File: config.mk
export PLATFORM = sky130hd
export DESIGN_NAME = fifo_ctrl
export DESIGN_NICKNAME = d
export VERILOG_FILES = /design/src/rtl/fifo_ctrl_pkg.sv /design/src/rtl/fifo_ctrl_ptr_counter.sv /design/src/rtl/fifo_ctrl.sv
export SDC_FILE = /design/constraint.sdc
export NUM_CORES = 1
export LEC_CHECK = 0
export BUFFER_PORTS_ARGS = -buffer_cell sky130_fd_sc_hd__buf_2
export CORE_AREA = 2 2 39 41
export DETAILED_ROUTE_END_ITERATION = 7
export DIE_AREA = 0 0 41 43
export REMOVE_ABC_BUFFERS = 1
export SKIP_LAST_GASP = 1
export SYNTH_ARGS = -nofsm -noshare
export SYNTH_HDL_FRONTEND = slang
export SYNTH_SLANG_ARGS = --single-unit
File: constraint.sdc
create_clock -name clk -period 2.5 [get_ports clk]
set_input_delay 0.25 -clock clk [delete_from_list [all_inputs] [get_ports clk]]
set_output_delay 0.25 -clock clk [all_outputs]
set_load 0.05 [all_outputs]
File: src/rtl/fifo_ctrl_pkg.sv
// Shared FIFO constants and controller state encoding.
// Used by the pointer/occupancy controller and the FIFO memory alongside it.
package fifo_ctrl_pkg;

    localparam int FIFO_DEPTH = 4;
    localparam int FIFO_PTR_W = 2;
    localparam int FIFO_CNT_W = 3;

    typedef enum logic {
        EMPTY_OR_ACTIVE = 1'b0,
        ERROR           = 1'b1
    } fifo_state_t;

endpackage

File: src/rtl/fifo_ctrl_ptr_counter.sv
// Enabled wrapping pointer register with synchronous reset.
// Wraps naturally at 2**W because the register is exactly W bits wide.
module ptr_counter #(
    parameter int W = 2
) (
    input  logic         clk,
    input  logic         rst,
    input  logic         en,
    output logic [W-1:0] value
);

    localparam logic [W-1:0] PTR_ONE = W'(1);

    always_ff @(posedge clk) begin
        if (rst) begin
            value <= '0;
        end else if (en) begin
            value <= value + PTR_ONE;
        end
    end

endmodule

File: src/rtl/fifo_ctrl.sv
// FIFO pointer/occupancy controller: drives memory write/read strobes and slot pointers,
// tracks occupancy, and latches a sticky error on push-while-full or pop-while-empty.
module fifo_ctrl
    import fifo_ctrl_pkg::*;
#(
    parameter int PTR_W = FIFO_PTR_W
) (
    input  logic             clk,
    input  logic             rst,
    input  logic             add_fifo,
    input  logic             pop_fifo,
    output logic [PTR_W-1:0] write_ptr,
    output logic [PTR_W-1:0] read_ptr,
    output logic             write,
    output logic             read,
    output logic             fifo_full,
    output logic             fifo_empty,
    output logic [PTR_W:0]   count,
    output logic             err
);

    localparam logic [PTR_W:0] FULL_COUNT = (PTR_W + 1)'(2 ** PTR_W);
    localparam logic [PTR_W:0] CNT_ONE    = (PTR_W + 1)'(1);

    fifo_state_t state;
    fifo_state_t state_nxt;

    logic push_ok;
    logic pop_ok;
    logic violation;

    // Full/empty come from the occupancy count; pointers alone cannot tell full from empty.
    assign fifo_full  = (count == FULL_COUNT);
    assign fifo_empty = (count == '0);

    // A pop frees a slot in the same cycle, so push+pop is accepted even when full.
    assign push_ok = add_fifo & (~fifo_full | pop_fifo) & ~rst;
    assign pop_ok  = pop_fifo & ~fifo_empty & ~rst;

    assign write = push_ok;
    assign read  = pop_ok;

    // Push+pop while empty is a legal push (the pop just has nothing to take), not a violation.
    assign violation = (add_fifo & fifo_full & ~pop_fifo)
                     | (pop_fifo & fifo_empty & ~add_fifo);

    ptr_counter #(.W(PTR_W)) u_write_ptr (
        .clk   (clk),
        .rst   (rst),
        .en    (push_ok),
        .value (write_ptr)
    );

    ptr_counter #(.W(PTR_W)) u_read_ptr (
        .clk   (clk),
        .rst   (rst),
        .en    (pop_ok),
        .value (read_ptr)
    );

    always_ff @(posedge clk) begin
        if (rst) begin
            count <= '0;
        end else begin
            case ({push_ok, pop_ok})
                2'b10:   count <= count + CNT_ONE;
                2'b01:   count <= count - CNT_ONE;
                default: count <= count;
            endcase
        end
    end

    always_ff @(posedge clk) begin
        if (rst) begin
            state <= EMPTY_OR_ACTIVE;
        end else begin
            state <= state_nxt;
        end
    end

    // ERROR only exits via reset; push/pop servicing is unaffected by the state.
    always_comb begin
        state_nxt = state;
        err       = 1'b0;
        case (state)
            EMPTY_OR_ACTIVE: begin
                if (violation) begin
                    state_nxt = ERROR;
                end
            end
            ERROR: begin
                err = 1'b1;
            end
            default: begin
                state_nxt = EMPTY_OR_ACTIVE;
            end
        endcase
    end

endmodule

==> results.toml <==
[routing]
routed_via_density = 4.96
drt_drc = 0
detail_route.wl_per_cell_um = 11.2
via_count = 412
drt-initial-drc-count = 3
totalWireLength_um = 930
drt_first_pass_iters = 4
antenna_violating_nets_post_route = 0

[yosys]
yosys.area_share.adder_pct = 7.41
synth_xor_area_share_pct = 7.98
post-synth-top-area-fraction_pct = 36.5
share_of_synthesized_area_spent_on_multiplexers_pct = 3.42
post_synth_instance_area_sq_um = 439
synth-simple-area-share_pct = 28.2
number_of_enable_type_register_cells_in_the_synthesized_netlist = 0
ys_types = 23
synthesis.area_per_instance_sq_um = 9.15
synth.area.top_cells = "dfxtp_1, xor2_1, nor2_1, nor4b_4, a21oi_1"
ys.flop_type = "dfxtp_1"
synth.ff_latch_count = 8
synth_compound_area_share_pct = 12.3
combinational_family_with_the_most_area_after_synthesis = "simple AND/OR/NAND/NOR gates"
postSynthCellCount = 48
seq_area_frac_synth_pct = 36.5
synth_warnings = 0
yosysTopAreaCell = "dfxtp_1"
asyncSetResetFlopFracSynth_pct = 0

[final_layout]
layout-drive-gt1-share_pct = 35.8
antenna-diode-count = 0
final_cells = 83
layout_overhead_on_the_synthesized_area_pct = 29.3
final_core_util_pct = 41.0
fillerInstances = 145
final_net_count = 75

[clocking]
cts.repair_timing.setup_buffer_count = 0
clock_insertion_delay_worst_skew_ps = 260
clock-sinks = 8
cts_inserted_buffers = 3
post_cts_resized = 0
clock-root-buffer = "clkbuf_4"
clock_tree.buffer_depth = 2
clkTransAtPathRegs_ps = 60
post_cts_hold_buffer_count = 0
tritoncts_clock_tree = "yes"
htreeDepth = 1

[worst_setup_path]
critical_path.endpoint_type = "flip-flop"
critical_path.cell_chain = "nor4b_4 > nand2b_4 > or2_2 > ha_1 > inv_1 > fa_1 > xor2_1 > or3_1 > a21oi_1"
worstSetupPathType = "flip-flop to flip-flop"
cp_max_fo = 7
peak_per_stage_delay_on_the_critical_path_ps = 390
worstSetupStartpointType = "flip-flop"
cpLargestDelayFamily = "simple AND/OR/NAND/NOR gates"
timing.critical_path.slowest_stage_cell = "dfxtp_1"
worst-endpoint-required_ps = 2690
timing.critical_path.arrival_ps = 2480
reg2reg_depth = 9
timing.critical_path.depth = 9
cp.buffers_inverters = 1

[die]
initial_core_util_pct = 31.7
core_region_area_sq_mm = 0.00138
overall_die_area_sq_mm = 0.00176
die_w_um = 41
rows = 14
fp.dieH_um = 43
io_pins = 16

[worst_hold_path]
holdPathStages = 2
worstHoldPathType = "input port to flip-flop"

[timing]
final_period_utilization_pct = 91.7
min_period_ps = 2290
max_slew_margin_pct = 77.1
max_freq_mhz = 436
timing.final.setup_violations = 0
fin_skew_ps = 3.39
grt_setup_unrepaired = "false"
timing_hold_violations_final = 0
timing_max_transition_violations_final = 0
worst_slack_ps = 208
timing_worst_slew_pin_value_ps = 341

[global_routing]
track_usage_pct = 13.3
grt_antenna_before_repair = 0
global_route_overflow = 0
grt_pass1_vias = 355
grt_pass1_wl_um = 1470
grt-busiest-layer = "met2"
global_route.usage.met2_pct = 17.5
maximum_number_of_pins_on_one_net_before_global_route_repair = 13
globalRouteMet3Util_pct = 3.14
grt_use_met1_pct = 14.9

[power_and_ir_drop]
p_per_area_mw_per_mm2 = 717
leakage_nw = 0.262
worst_ir_drop_vdd_mv = 0.250

[place]
finalWeightedCongestion = 0.699
io_buffer_count = 15
hpwlAfterDp_um = 709
dp_slack_ps = 227
placed_cells = 80

[run]
max_cap_viol_count = 0

[outcome]
run_status = "finished, final reports clean"
-- path summary, 6_finish.rpt --
kind / from / to / slack, ps
min: rst / state / 310
max reg2reg: count[0] / count[2] / 210
max: count[0] / count[2] / 210
min reg2reg: state / state / 440
-- metal layers --
metal | wire, um | up-vias
met5 | 0 | -
met4 | 46 | 0
met3 | 63 | 5
met2 | 394 | 18
met1 | 426 | 187
li1 | - | 202
-- where the power goes --
part           total, mW  leakage (nW)  internal (mW)  switching (mW)
Sequential         0.155        0.0655          0.141          0.0140
Clock              0.101        0.0138         0.0551          0.0460
Combinational      0.152         0.183         0.0420           0.110
Total              0.407         0.262          0.238           0.170
-- state kept, by name (all words and copies together), names as in the netlist --
| signal | flops |
|---|---|
| u_write_ptr.value | 2 |
| state | 1 |
| u_read_ptr.value | 2 |
| count | 3 |
-- layout by cell type (no fill, tap or decap), drive strengths merged --
master and count:
or2 1, and3 1, nor2b 1, fa 1, inv 4, nand2 1, nand2b 1, buf 17
nor3b 1, or3 2, o31ai 1, o311ai 1, a21oi 4, ha 1, clkbuf 3, nor3 1
dfxtp 8, mux2 1, o21ai 2, nor2 8, and3b 1, xor2 4, nor4b 1, o211ai 1
-- synthesized netlist by cell type, drive strengths merged, types with 2 or more instances --
cell type	number
dfxtp	8
xor2	4
inv	4
o21ai	2
a21oi	4
nor2	8
or3	2
-- per-stage QoR --
step	power, mW	area, sq um	hold slack (ps)	setup TNS [ps]
6_report	0.407	568	309	0
5_1_grt	0.432	568	321	0
4_1_cts	0.413	568	300	0
3_5_place_dp	0.310	546	439	0
3_3_place_gp	0.309	546	433	0
2_1_floorplan	0.271	435	319	-833
-- worst reg2reg max path: stages, from the launching register on --
cell and delay (ps):
dfxtp_1 390, nor4b_4 330, nand2b_4 190, or2_2 100
ha_1 170, inv_1 60, fa_1 380, xor2_1 150
or3_1 310, a21oi_1 140
-- cells by family (layout without fill, tap and decap cells) --
logic type               Yosys count  count (layout)
AND/OR/NAND/NOR                   19              19
AO/OA/AOI/OAI                      9               9
flip-flops                         8               8
buffers and inverters              5              24
XOR/XNOR                           4               4
adder cells (fa/ha/maj)            2               2
multiplexers                       1               1
-- area by class of cell --
class / instances / area [sq um] / area share, %
multi-input combinational: 35 / 260 / 45.8
sequential: 8 / 160 / 28.2
timing repair buffer: 17 / 90.1 / 15.9
clock buffer: 3 / 22.5 / 3.96
tap: 16 / 20.0 / 3.52
inverter: 4 / 15.0 / 2.64
Note: power is estimated with default switching activity, not from simulation.
